`src/rtl/iic_sched_pkg.sv`:
```
// Shared types and constants for the I2C access scheduler: FSM states, grant
// encoding and the ADXL345 register map entries used by the poll/config paths.
package iic_sched_pkg;

    typedef enum logic [1:0] {
        ST_IDLE = 2'd0,
        ST_CMD  = 2'd1,
        ST_WAIT = 2'd2
    } state_e;

    typedef enum logic {
        GRANT_CFG  = 1'b0,
        GRANT_POLL = 1'b1
    } grant_e;

    localparam logic [7:0] DATAX0    = 8'h32;
    localparam logic [7:0] POWER_CTL = 8'h2D;

    function automatic logic is_last_beat(input logic [7:0] cnt, input logic [7:0] len);
        return (cnt == (len - 8'd1));
    endfunction

endpackage

```
`src/rtl/iic_rr_arb2.sv`:
```
// Two-requester round-robin arbiter (config writes vs. poll reads); the
// remembered last grant powers up as POLL so the first tie goes to CFG.
module iic_rr_arb2
    import iic_sched_pkg::*;
(
    input  logic   clk,
    input  logic   reset,
    input  logic   i_en,
    input  logic   i_req_cfg,
    input  logic   i_req_poll,
    output logic   o_gnt_valid,
    output grant_e o_gnt
);

    grant_e r_last;

    // Grant decision: alternate on a tie, otherwise serve whoever is asking.
    always_comb begin
        o_gnt_valid = i_en & (i_req_cfg | i_req_poll);
        o_gnt       = GRANT_POLL;
        if (i_req_cfg && i_req_poll) begin
            o_gnt = (r_last == GRANT_POLL) ? GRANT_CFG : GRANT_POLL;
        end else if (i_req_cfg) begin
            o_gnt = GRANT_CFG;
        end else begin
            o_gnt = GRANT_POLL;
        end
    end

    // Last-grant memory.
    always_ff @(posedge clk) begin
        if (reset) begin
            r_last <= GRANT_POLL;
        end else if (o_gnt_valid) begin
            r_last <= o_gnt;
        end else begin
            r_last <= r_last;
        end
    end

endmodule

```
`src/rtl/iic_access_scheduler.sv`:
```
// Schedules register writes and periodic burst reads onto one I2C master.
// Define POLL_TIMER_EN to generate poll triggers internally instead of poll_req.
module iic_access_scheduler
    import iic_sched_pkg::*;
#(
    parameter logic [6:0] DEV_ADDR    = 7'h53,
    parameter logic [7:0] POLL_PTR    = DATAX0,
    parameter int         POLL_LEN    = 6,
    parameter int         POLL_PERIOD = 100000,
    parameter int         TIMEOUT     = 65535
) (
    input  logic       clk,
    input  logic       reset,
    input  logic       cfg_req,
    input  logic [7:0] cfg_addr,
    input  logic [7:0] cfg_data,
    output logic       cfg_ack,
    input  logic       poll_req,
    output logic       m_cmd_valid,
    input  logic       m_cmd_ready,
    output logic       m_cmd_rw,
    output logic [6:0] m_cmd_dev,
    output logic [7:0] m_cmd_ptr,
    output logic [7:0] m_cmd_len,
    output logic [7:0] m_cmd_wdata,
    input  logic       m_rsp_valid,
    input  logic [7:0] m_rsp_data,
    input  logic       m_done,
    input  logic       m_nack,
    output logic       s_smp_valid,
    output logic [7:0] s_smp_data,
    output logic       s_smp_last,
    output logic       err,
    output logic       poll_overrun,
    output logic       busy
);

    localparam int         TW      = (TIMEOUT < 2) ? 1 : $clog2(TIMEOUT + 1);
    localparam logic [7:0] LEN_B   = 8'(POLL_LEN);
    localparam logic [TW-1:0] TMO_LAST = TW'(TIMEOUT - 1);

    state_e        r_state;
    state_e        w_next;
    logic          w_trig;
    logic          w_arb_en;
    logic          w_gnt_valid;
    grant_e        w_gnt;
    logic          w_poll_clr;
    logic          w_accept;
    logic          w_tmo_hit;
    logic          r_poll_pending;
    logic          r_overrun;
    logic          r_err;
    logic [TW-1:0] r_tmo;
    logic [7:0]    r_cnt;
    logic          r_cmd_rw;
    logic [6:0]    r_cmd_dev;
    logic [7:0]    r_cmd_ptr;
    logic [7:0]    r_cmd_len;
    logic [7:0]    r_cmd_wdata;
    logic          r_smp_valid;
    logic [7:0]    r_smp_data;
    logic          r_smp_last;

`ifdef POLL_TIMER_EN
    logic [31:0] r_ptmr;

    // Free-running poll period counter; fires on its last count.
    always_ff @(posedge clk) begin
        if (reset) begin
            r_ptmr <= 32'd0;
        end else if (r_ptmr == 32'(POLL_PERIOD - 1)) begin
            r_ptmr <= 32'd0;
        end else begin
            r_ptmr <= r_ptmr + 32'd1;
        end
    end

    assign w_trig = (r_ptmr == 32'(POLL_PERIOD - 1));
`else
    assign w_trig = poll_req;
`endif

    assign w_arb_en   = (r_state == ST_IDLE) && !reset;
    assign w_poll_clr = w_gnt_valid && (w_gnt == GRANT_POLL);
    assign w_accept   = (r_state == ST_CMD) && m_cmd_ready;
    assign w_tmo_hit  = (r_state == ST_WAIT) && !m_done && (r_tmo == TMO_LAST);

    iic_rr_arb2 u_arb (
        .clk         (clk),
        .reset       (reset),
        .i_en        (w_arb_en),
        .i_req_cfg   (cfg_req),
        .i_req_poll  (r_poll_pending),
        .o_gnt_valid (w_gnt_valid),
        .o_gnt       (w_gnt)
    );

    // FSM state register.
    always_ff @(posedge clk) begin
        if (reset) begin
            r_state <= ST_IDLE;
        end else begin
            r_state <= w_next;
        end
    end

    // FSM next-state logic.
    always_comb begin
        w_next = r_state;
        case (r_state)
            ST_IDLE: begin
                if (w_gnt_valid) w_next = ST_CMD;
                else             w_next = ST_IDLE;
            end
            ST_CMD: begin
                if (m_cmd_ready) w_next = ST_WAIT;
                else             w_next = ST_CMD;
            end
            ST_WAIT: begin
                if (m_done || w_tmo_hit) w_next = ST_IDLE;
                else                     w_next = ST_WAIT;
            end
            default: w_next = ST_IDLE;
        endcase
    end

    // Poll request bookkeeping: a trigger racing its own grant re-arms pending.
    always_ff @(posedge clk) begin
        if (reset) begin
            r_poll_pending <= 1'b0;
            r_overrun      <= 1'b0;
        end else begin
            r_poll_pending <= w_trig | (r_poll_pending & ~w_poll_clr);
            r_overrun      <= w_trig & r_poll_pending & ~w_poll_clr;
        end
    end

    // Command field capture on grant; fields stay stable through CMD.
    always_ff @(posedge clk) begin
        if (reset) begin
            r_cmd_rw    <= 1'b0;
            r_cmd_dev   <= 7'd0;
            r_cmd_ptr   <= 8'd0;
            r_cmd_len   <= 8'd0;
            r_cmd_wdata <= 8'd0;
        end else if (w_gnt_valid && (w_gnt == GRANT_CFG)) begin
            r_cmd_rw    <= 1'b0;
            r_cmd_dev   <= DEV_ADDR;
            r_cmd_ptr   <= cfg_addr;
            r_cmd_len   <= 8'd1;
            r_cmd_wdata <= cfg_data;
        end else if (w_gnt_valid) begin
            r_cmd_rw    <= 1'b1;
            r_cmd_dev   <= DEV_ADDR;
            r_cmd_ptr   <= POLL_PTR;
            r_cmd_len   <= LEN_B;
            r_cmd_wdata <= 8'd0;
        end else begin
            r_cmd_rw    <= r_cmd_rw;
            r_cmd_dev   <= r_cmd_dev;
            r_cmd_ptr   <= r_cmd_ptr;
            r_cmd_len   <= r_cmd_len;
            r_cmd_wdata <= r_cmd_wdata;
        end
    end

    // Timeout counter: cleared on acceptance, counts every WAIT cycle.
    always_ff @(posedge clk) begin
        if (reset) begin
            r_tmo <= '0;
        end else if (w_accept) begin
            r_tmo <= '0;
        end else if (r_state == ST_WAIT) begin
            r_tmo <= r_tmo + TW'(1);
        end else begin
            r_tmo <= r_tmo;
        end
    end

    // Read-beat forwarding with byte counter; beats past the burst are dropped.
    always_ff @(posedge clk) begin
        if (reset) begin
            r_cnt       <= 8'd0;
            r_smp_valid <= 1'b0;
            r_smp_data  <= 8'd0;
            r_smp_last  <= 1'b0;
        end else if (w_accept) begin
            r_cnt       <= 8'd0;
            r_smp_valid <= 1'b0;
            r_smp_data  <= 8'd0;
            r_smp_last  <= 1'b0;
        end else if ((r_state == ST_WAIT) && m_rsp_valid && r_cmd_rw && (r_cnt < LEN_B)) begin
            r_cnt       <= r_cnt + 8'd1;
            r_smp_valid <= 1'b1;
            r_smp_data  <= m_rsp_data;
            r_smp_last  <= is_last_beat(r_cnt, LEN_B);
        end else begin
            r_cnt       <= r_cnt;
            r_smp_valid <= 1'b0;
            r_smp_data  <= 8'd0;
            r_smp_last  <= 1'b0;
        end
    end

    // Error pulse on NACKed completion or on timeout.
    always_ff @(posedge clk) begin
        if (reset) begin
            r_err <= 1'b0;
        end else begin
            r_err <= ((r_state == ST_WAIT) && m_done && m_nack) | w_tmo_hit;
        end
    end

    assign cfg_ack      = w_gnt_valid && (w_gnt == GRANT_CFG);
    assign busy         = (r_state != ST_IDLE);
    assign m_cmd_valid  = (r_state == ST_CMD);
    assign m_cmd_rw     = r_cmd_rw;
    assign m_cmd_dev    = r_cmd_dev;
    assign m_cmd_ptr    = r_cmd_ptr;
    assign m_cmd_len    = r_cmd_len;
    assign m_cmd_wdata  = r_cmd_wdata;
    assign s_smp_valid  = r_smp_valid;
    assign s_smp_data   = r_smp_data;
    assign s_smp_last   = r_smp_last;
    assign err          = r_err;
    assign poll_overrun = r_overrun;

endmodule

```
`config.mk`:
```
export PLATFORM = sky130hd
export DESIGN_NAME = iic_access_scheduler
export DESIGN_NICKNAME = d
export VERILOG_FILES = /design/src/rtl/iic_sched_pkg.sv /design/src/rtl/iic_rr_arb2.sv /design/src/rtl/iic_access_scheduler.sv
export SDC_FILE = /design/constraint.sdc
export NUM_CORES = 1
export LEC_CHECK = 0
export CAP_MARGIN = 20
export CORE_MARGIN = 1
export CORE_UTILIZATION = 39
export CTS_CLUSTER_DIAMETER = 60
export DETAILED_ROUTE_END_ITERATION = 8
export GPL_ROUTABILITY_DRIVEN = 0
export PLACE_DENSITY = 0.83
export SETUP_SLACK_MARGIN = 0.3
export SYNTH_ARGS = -nofsm -noshare
export SYNTH_HDL_FRONTEND = slang
export SYNTH_SLANG_ARGS = --single-unit
```
`constraint.sdc`:
```
create_clock -name clk -period 1.74 [get_ports clk]
set_input_delay 0.348 -clock clk [delete_from_list [all_inputs] [get_ports clk]]
set_output_delay 0.348 -clock clk [all_outputs]
set_load 0.01 [all_outputs]
```
Word level (Yosys, flattened, before mapping)
Index checks and enable logic that the tools add are counted.
{"block": "totals", "elab_cells": 70, "ff_bits": 63, "out_inout_bits": 47}
{"block": "classes", "n_eq_ne": 4, "n_reduce_logical": 21, "bitwise_logic": 10, "muxes": 16, "n_lt_le_gt_ge": 1, "add_sub_neg": 2}
{"op": "two-way mux 8 bit", "n": 4}
{"op": "adder 16 x 1 -> 16 bit (second input constant)", "n": 1}
{"op": "equality test 16 bit (second input constant)", "n": 1}
{"op": "two-way mux 7 bit", "n": 2}
{"op": "logical AND 1 bit", "n": 12}
{"op": "adder 8 x 1 -> 8 bit (second input constant)", "n": 1}
{"op": "equality test 8 x 3 -> 1 bit (second input constant)", "n": 1}
{"op": "< comparator 8 x 3 -> 1 bit (second input constant)", "n": 1}
{"op": "two-way mux 1 bit", "n": 7}
{"op": "one-hot mux 2 bit (3 select lines)", "n": 1}
{"op": "AND 1 bit", "n": 4}
{"op": "two-way mux 2 bit", "n": 2}
{"op": "nonzero test 2 bit", "n": 2}
{"op": "OR reduction 2 bit", "n": 2}
{"op": "NOT 1 bit", "n": 3}
{"op": "bitwise OR 1 bit", "n": 3}
{"op": "OR reduction 3 bit", "n": 1}
{"op": "equality test 2 x 1 -> 1 bit (second input constant)", "n": 1}
{"op": "equality test 2 bit (second input constant)", "n": 1}
{"op": "logical NOT 1 bit", "n": 2}
{"op": "logical NOT 2 bit", "n": 1}
{"op": "logical OR 1 bit", "n": 1}

Longest topological paths before layout
Gate-level depths: netlist (run 1).
{"block": "logic_depth", "depth_word": 7, "ltp_mapped": 6, "depth_no_buf": 5}

By module
A second synthesis (run 1) with hierarchy kept.
{"block": "hier_totals", "cells_unflattened": 258, "area_unflattened_um2": 2353.5}
{"module": "iic_access_scheduler", "area_each_um2": 2294.7, "cells_per_inst": 251, "n_inst": 1, "seq_area_each_um2": 1161.1}
{"module": "iic_rr_arb2", "area_each_um2": 58.8, "cells_per_inst": 7, "n_inst": 1, "seq_area_each_um2": 20.0}

Worst setup path before layout (run 1)
OpenSTA, ideal clock, no wires.
{"block": "synth_timing", "path_kind": "reg-to-output", "start": "register r_state[1]", "end": "output port cfg_ack", "required_time_ns": 1.392, "stages_incl_launch_ff": 4, "path_buffers": 2, "slack_ns": 0.338, "arrival_ns": 1.054, "path_cell_list": "dfxtp_1 buf_4 nor4_4 buf_2"}
{"block": "synth_between", "elab_chain_cells": 4}
{"element": "start: declaration", "line_no": "iic_access_scheduler.sv:42", "rtl": "state_e r_state;"}
{"element": "start signal: assignment", "line_no": "iic_access_scheduler.sv:104", "rtl": "r_state <= w_next;"}
{"element": "logical NOT 2 bit", "line_no": "iic_access_scheduler.sv:84", "rtl": "assign w_arb_en = (r_state == ST_IDLE) && !reset;"}
{"element": "logical AND 1 bit", "line_no": "iic_access_scheduler.sv:84"}
{"element": "AND 1 bit", "line_no": "iic_rr_arb2.sv:19", "rtl": "o_gnt_valid = i_en & (i_req_cfg | i_req_poll);"}
{"element": "logical AND 1 bit", "line_no": "iic_access_scheduler.sv:215", "rtl": "assign cfg_ack = w_gnt_valid && (w_gnt == GRANT_CFG);"}
{"element": "end: declaration", "line_no": "iic_access_scheduler.sv:17", "rtl": "output logic cfg_ack,"}
No other way between the ends.

Worst setup path in the final report (run 1)
Same ends and word-level chain as after synthesis.

==> results of run 1 <==
[through the flow]
step | util [%] | instance area, µm² | cells
floorplan | - | 2297 | 232
global placement | 54.68 | 3048 | 367
detailed placement | 54.68 | 3048 | 367
CTS | 59.44 | 3313 | 391
global route | 60.81 | 3390 | 395
finish | 60.81 | 3390 | 395
[worst max path at each step]
stage / start / endpoint / slack (ns) / cells past startpoint
final: r_state[1] / cfg_ack / 0.24 / 2
after global routing: r_state[1] / cfg_ack / 0.20 / 2
after CTS: reset / cfg_ack / 0.09 / 3
after detailed placement: cfg_req / cfg_ack / -0.38 / 4
after global placement: cfg_req / cfg_ack / -0.35 / 4
after floorplan: r_state[1] / cfg_ack / 0.34 / 3
[where the power goes]
group | total (W) | internal, W | switching [W]
clock network | 0.00123 | 0.000731 | 0.000497
registers | 0.00145 | 0.00140 | 0.0000411
logic | 0.000403 | 0.000222 | 0.000181
[synth_stat cells (all sizes together), types with 7 or more instances]
cell type	instances	area (µm²)
dfxtp	59	1181
o21ai	7	35.03
xor2	8	70.07
nor2	23	86.33
nand4	10	83.83
buf	17	126.4
nand2	10	37.54
inv	8	30.03
a22o	13	113.9
and2	8	50.05
a21oi	7	35.03
[flip-flops by register name, indices dropped and copies added (netlist names)]
signal          cells
r_tmo              16
m_cmd_len           2
u_arb.r_last        1
s_smp_data          8
r_cnt               8
err                 1
m_cmd_dev           1
r_poll_pending      1
poll_overrun        1
m_cmd_wdata         8
s_smp_last          1
m_cmd_ptr           8
r_state             2
s_smp_valid         1
[routing by layer]
layer  track usage (%)  up-vias  share of wire [%]  wire [µm]
met3             4.070       18                4.5        242
met5                 0        -                  0          0
met1             20.29      910                 44       2353
met4             8.704        0                2.7        144
li1                  -      959                  -          -
met2             29.39       60                 49       2613
[worst reg2reg max path, delay by kind of cell (launching register included)]
| family | cells | cell delay [ns] |
|---|---|---|
| simple gates | 3 | 0.83 |
| flops | 1 | 0.37 |
| buf+inv | 1 | 0.13 |
| compound gates | 1 | 0.12 |
[kinds of logic after synthesis]
| kind of cell | Yosys count | synth area share (%) |
|---|---|---|
| fa+ha+maj | 4 | 2.204 |
| simple gates | 83 | 21.21 |
| flops | 59 | 52.01 |
| xor+xnor | 13 | 5.014 |
| compound gates | 37 | 12.01 |
| other cells | 1 | 0.1651 |
| buf+inv | 28 | 7.383 |
[area by class of cell]
class	count	share of cell area, %
flip-flops and latches	59	35.22
multi-input cells	145	30.12
repair buffers	96	25.40
clock buffers	13	4.688
well taps	72	2.658
clock inverters	2	1.034
inverters	8	0.8859
[repair_timing]
item	CTS	global route
resized for setup	64	18
setup buffers	9	4
setup endpoints to repair	71	28
pin swaps	7	12
==> flow_summary.toml, run 1 <==
[finish]
number_of_inserted_filler_cells_in_the_final_layout = 467
layout-drive-gt1-share_pct = 21.67
seq_area_um2 = 1194
multi_input_comb_area_um2 = 1021
diodes = 0
final_cell_mix = "53 x sky130_fd_sc_hd__dfxtp_1, 36 x sky130_fd_sc_hd__dlygate4sd2_1, 28 x sky130_fd_sc_hd__clkdlybuf4s50_1"
layout-area-overhead-vs-synth_pct = 49.26
layout.cells.most_common = "sky130_fd_sc_hd__dfxtp_1"
nNetsFinal = 355

[yosys]
synth_async_sr_flop_share_pct = 0
warnings_from_yosys = 0
ys_types = 39
syn_inst = 225
synth_enable_flop_cells = 0
synth_area_um2 = 2271
syn_area_per_cell_um2 = 10.09
synth_sequential_area_ratio_pct = 52.01
synth_seq_cells = 59
synth_top_flop_cell = "sky130_fd_sc_hd__dfxtp_1"

[min_path]
whs_endpoint = "m_cmd_len[0]"
hold_start = "m_cmd_len[0]"
hold_class = "flop to flop"
hold-path-cell-count = 1

[clock_tree]
insertion_delay_to_the_later_sink_of_the_worst_skew_pair_ns = 0.32
clock_path_buffers = 2
clk_pin_slew_ns = 0.07
cts.htree.levels = 3
cts_tree = "done"
cts_buffers = 9
clockRootBuffer = "sky130_fd_sc_hd__clkbuf_8"
clock-sinks = 59
cts-hold-fix-buffers = 0

[routing]
post-route-drc-count = 0
drtPass1Iterations = 6
wl_um = 5353
avgRoutedWirePerCell_um = 13.55
avgViaCountPerCell = 4.929
ant_nets = 0
vias = 1947
drt_first_iter_violations = 74

[sta]
timing.final.max_slew_violations = 0
timing.final.crit_share_pct = 86.00
setup-violations-final = 0
hold_viol = 0
hold_ws_ns = 0.4628
setup_total_negative_slack_ns = 0
max_clock_freq_mhz = 668.3
skew_ns = 0.009982
setup_repair_after_global_routing_missed_its_margin = "yes"
setup_slack_ns = 0.2437
layout_min_cycle_time_ns = 1.496

[worst_setup_path]
crit_path_kind = "flop to output port"
timing.critical_path.fanout_max = 8
rr_startpoint = "r_state[0]"
worst-r2r-setup-slack_ns = 0.25
cp.required_ns = 1.39
rr_endpoint = "r_tmo[13]"
crit_path_cell_trace = "nor4_4 -> buf_2"
critical_path.top_delay_family = "flip-flops"
critPathCaptureType = "output port"
timing.critical_path.slowest_cell_delay_ns = 0.39
r2r.worst_path.cells = 5
cp-start-kind = "flop"
critical_path_buf_inv_count = 1
timing.critical_path.slowest_stage_cell = "sky130_fd_sc_hd__dfxtp_4"
worstPathArrival_ns = 1.15

[power]
peakVddDrop_uv = 555.4
leakage_power_summed_over_all_cells_nw = 1.548
total_power_w = 0.003077
power_density_nw_per_um2 = 907.7

[flow_run]
drv.max_cap_violation_count = 0

[die]
core_area_um2 = 5574
initial_core_util_pct = 40.74
io_pins = 79
chipHeight_um = 78.31
die_area_um2 = 6132
num_rows = 27
floorplan.die.width_um = 78.31

[placed_design]
dp_hpwl_um = 3529
preCtsSetupSlack_ns = -0.3821
port_buffers = 70

[global_route]
grt_remaining_overflow = 0
gr-usage-all-layers_pct = 17.30
maximum_number_of_pins_on_one_net_before_global_route_repair = 17
grt_pass1_vias = 1877
grt_pass1_wl_um = 8273
antenna_found_initial = 0

[outcome]
result_of_the_run = "complete, no violations"
No activity file was read; power rests on OpenSTA's default activity.
==> run 2: changes to the inputs <==
--- a/config.mk
+++ b/config.mk
@@ -10,8 +10,10 @@
 export CORE_UTILIZATION = 39
 export CTS_CLUSTER_DIAMETER = 60
+export CTS_CLUSTER_SIZE = 28
 export DETAILED_ROUTE_END_ITERATION = 8
 export GPL_ROUTABILITY_DRIVEN = 0
 export PLACE_DENSITY = 0.83
 export SETUP_SLACK_MARGIN = 0.3
+export SKIP_LAST_GASP = 1
 export SYNTH_ARGS = -nofsm -noshare
 export SYNTH_HDL_FRONTEND = slang
==> constraint.sdc (replaced) <==
create_clock -name clk -period 1.74 [get_ports clk]
set_input_delay 0.261 -clock clk [delete_from_list [all_inputs] [get_ports clk]]
set_output_delay 0.261 -clock clk [all_outputs]
set_load 0.01 [all_outputs]
==> run 2 against run 1 <==
  * Design area shrank 0.48%
  * Via count shrank 1.3%
  * Power shrank 0.40%
  * Die area is the same
  * Clock power is essentially flat
  * Sequential share of layout area grew 0.17 points
  * Critical path type unchanged
  * Critical path depth grew 1
  * Highest routed layer unchanged
==> flow_summary.toml, run 2 (synthesis gave the netlist of run 1 again) <==
[flow_run]
drv.max_cap_violation_count = 0

[finish]
finalCoreUtilization_pct = 60.52
largest_reg_flops = 16
nNetsFinal = 354
final_cell_mix = "53 x sky130_fd_sc_hd__dfxtp_1, 33 x sky130_fd_sc_hd__dlygate4sd2_1, 31 x sky130_fd_sc_hd__clkdlybuf4s50_1"
diodes = 0
layout-area-overhead-vs-synth_pct = 48.54
regMostFlops = "r_tmo"
layout-drive-gt1-share_pct = 20.12
layout.cells.most_common = "sky130_fd_sc_hd__dfxtp_1"

[sta]
hold_viol = 0
layout_min_cycle_time_ns = 1.516
setup_slack_ns = 0.2238
timing.final.max_slew_violations = 0
max_clock_freq_mhz = 659.5
skew_ns = 0.008391
setup-violations-final = 0
setup_repair_after_global_routing_missed_its_margin = "yes"
timing.final.crit_share_pct = 87.14

[clock_tree]
cts-hold-fix-buffers = 0
clock-sinks = 59
clock_path_buffers = 2
cts.htree.levels = 3
insertion_delay_to_the_later_sink_of_the_worst_skew_pair_ns = 0.33
clockRootBuffer = "sky130_fd_sc_hd__clkbuf_8"
cts_buffers = 9
cts_tree = "done"
clk_pin_slew_ns = 0.06

[power]
intPower_w = 0.002320
peakVddDrop_uv = 790.6
leakage_power_summed_over_all_cells_nw = 1.552
power_density_nw_per_um2 = 908.4
power_frac_clock_pct = 39.7
sequentialPowerShare_pct = 47.0
switching_share_pct = 24.30
p_sw_w = 0.0007448
comb_power_share_pct = 13.3

[routing]
drtPass1Iterations = 4
post-route-drc-count = 0
vias = 1921
avgRoutedWirePerCell_um = 13.01
wl_um = 5140
ant_nets = 0
drt_first_iter_violations = 85
avgViaCountPerCell = 4.863

[worst_setup_path]
rr_startpoint = "r_state[0]"
cp-start-kind = "flop"
worstPathArrival_ns = 1.26
cp.required_ns = 1.48
worst-r2r-setup-slack_ns = 0.29
crit_path_cell_trace = "buf_6 -> nor4_4 -> buf_2"
timing.critical_path.slowest_stage_cell = "sky130_fd_sc_hd__dfxtp_4"
r2r.worst_path.cells = 5
critPathCaptureType = "output port"
timing.critical_path.fanout_max = 4
startpoint = "r_state[0]"
timing.critical_path.slowest_cell_delay_ns = 0.37
crit_path_kind = "flop to output port"
rr_endpoint = "r_tmo[15]"

[die]
io_pins = 79
die_area_um2 = 6132
num_rows = 27
core_area_um2 = 5574
chipHeight_um = 78.31
initial_core_util_pct = 40.74
floorplan.die.width_um = 78.31

[global_route]
gr-usage-all-layers_pct = 16.98
grt_pass1_vias = 1729
grt_remaining_overflow = 0
maximum_number_of_pins_on_one_net_before_global_route_repair = 17
grt_pass1_wl_um = 7997
antenna_found_initial = 0

[placed_design]
preCtsSetupSlack_ns = -0.2837
port_buffers = 70
dp_hpwl_um = 3581

[min_path]
hold-path-cell-count = 1
whs_endpoint = "s_smp_last"
hold_class = "flop to flop"
hold_start = "r_cnt[3]"

[outcome]
result_of_the_run = "complete, no violations"
run 2: worst max path at each step:
stage / end / slack (ns) / cells past startpoint
after floorplan: r_cnt[2] / 0.34 / 4
after global placement: m_cmd_wdata[0] / -0.20 / 5
after detailed placement: m_cmd_ptr[6] / -0.28 / 5
after CTS: cfg_ack / 0.08 / 3
after global routing: cfg_ack / 0.19 / 3
final: cfg_ack / 0.22 / 3
run 2: per-layer routing:
layer,share of wire [%],wire (µm),track usage (%),vias to the layer above
met5,0,0,0,-
met4,2.4,121,8.333,0
met3,4.7,240,3.837,11
met2,50,2579,28.16,54
met1,43,2199,20.67,898
li1,-,-,-,958
run 2: repair_timing:
action	4_1_cts	5_1_grt
hold endpoints to repair	0	0
setup buffers	5	3
setup endpoints to repair	54	35
pin swaps	6	7
gates resized for setup	45	23
run 2: layout make-up:
class,count,area [µm²]
inverters,8,30.03
flip-flops and latches,59,1194
multi-input cells,145,1011
fillers,454,2201
clock buffers,11,141.4
well taps,72,90.09
repair buffers,95,854.6
clock inverters,5,52.55
run 2: power by group through the flow:
stage	Clock (W)	Sequential [W]	Combinational, W
after floorplan	0	0.00148	0.000182
after global placement	0	0.00147	0.000408
after detailed placement	0	0.00147	0.000420
after CTS	0.00123	0.00144	0.000393
after global routing	0.00129	0.00145	0.000438
final	0.00122	0.00144	0.000407
run 2: critical path, delay by kind of cell, from the launching register on:
kind / cells / cell delay [ns]
flops: 1 / 0.37
buf+inv: 2 / 0.30
simple gates: 1 / 0.26
run 2: per-stage QoR:
| step | hold slack, ns | instances | TNS (ns) | area [µm²] | power [W] |
|---|---|---|---|---|---|
| after floorplan | 0.3827 | 232 | 0 | 2297 | 0.001661 |
| after global placement | 0.4443 | 371 | -2.986 | 3078 | 0.001875 |
| after detailed placement | 0.4470 | 371 | -4.091 | 3078 | 0.001887 |
| after CTS | 0.4623 | 392 | 0 | 3293 | 0.003065 |
| after global routing | 0.4772 | 395 | 0 | 3373 | 0.003178 |
| final | 0.4629 | 395 | 0 | 3373 | 0.003064 |
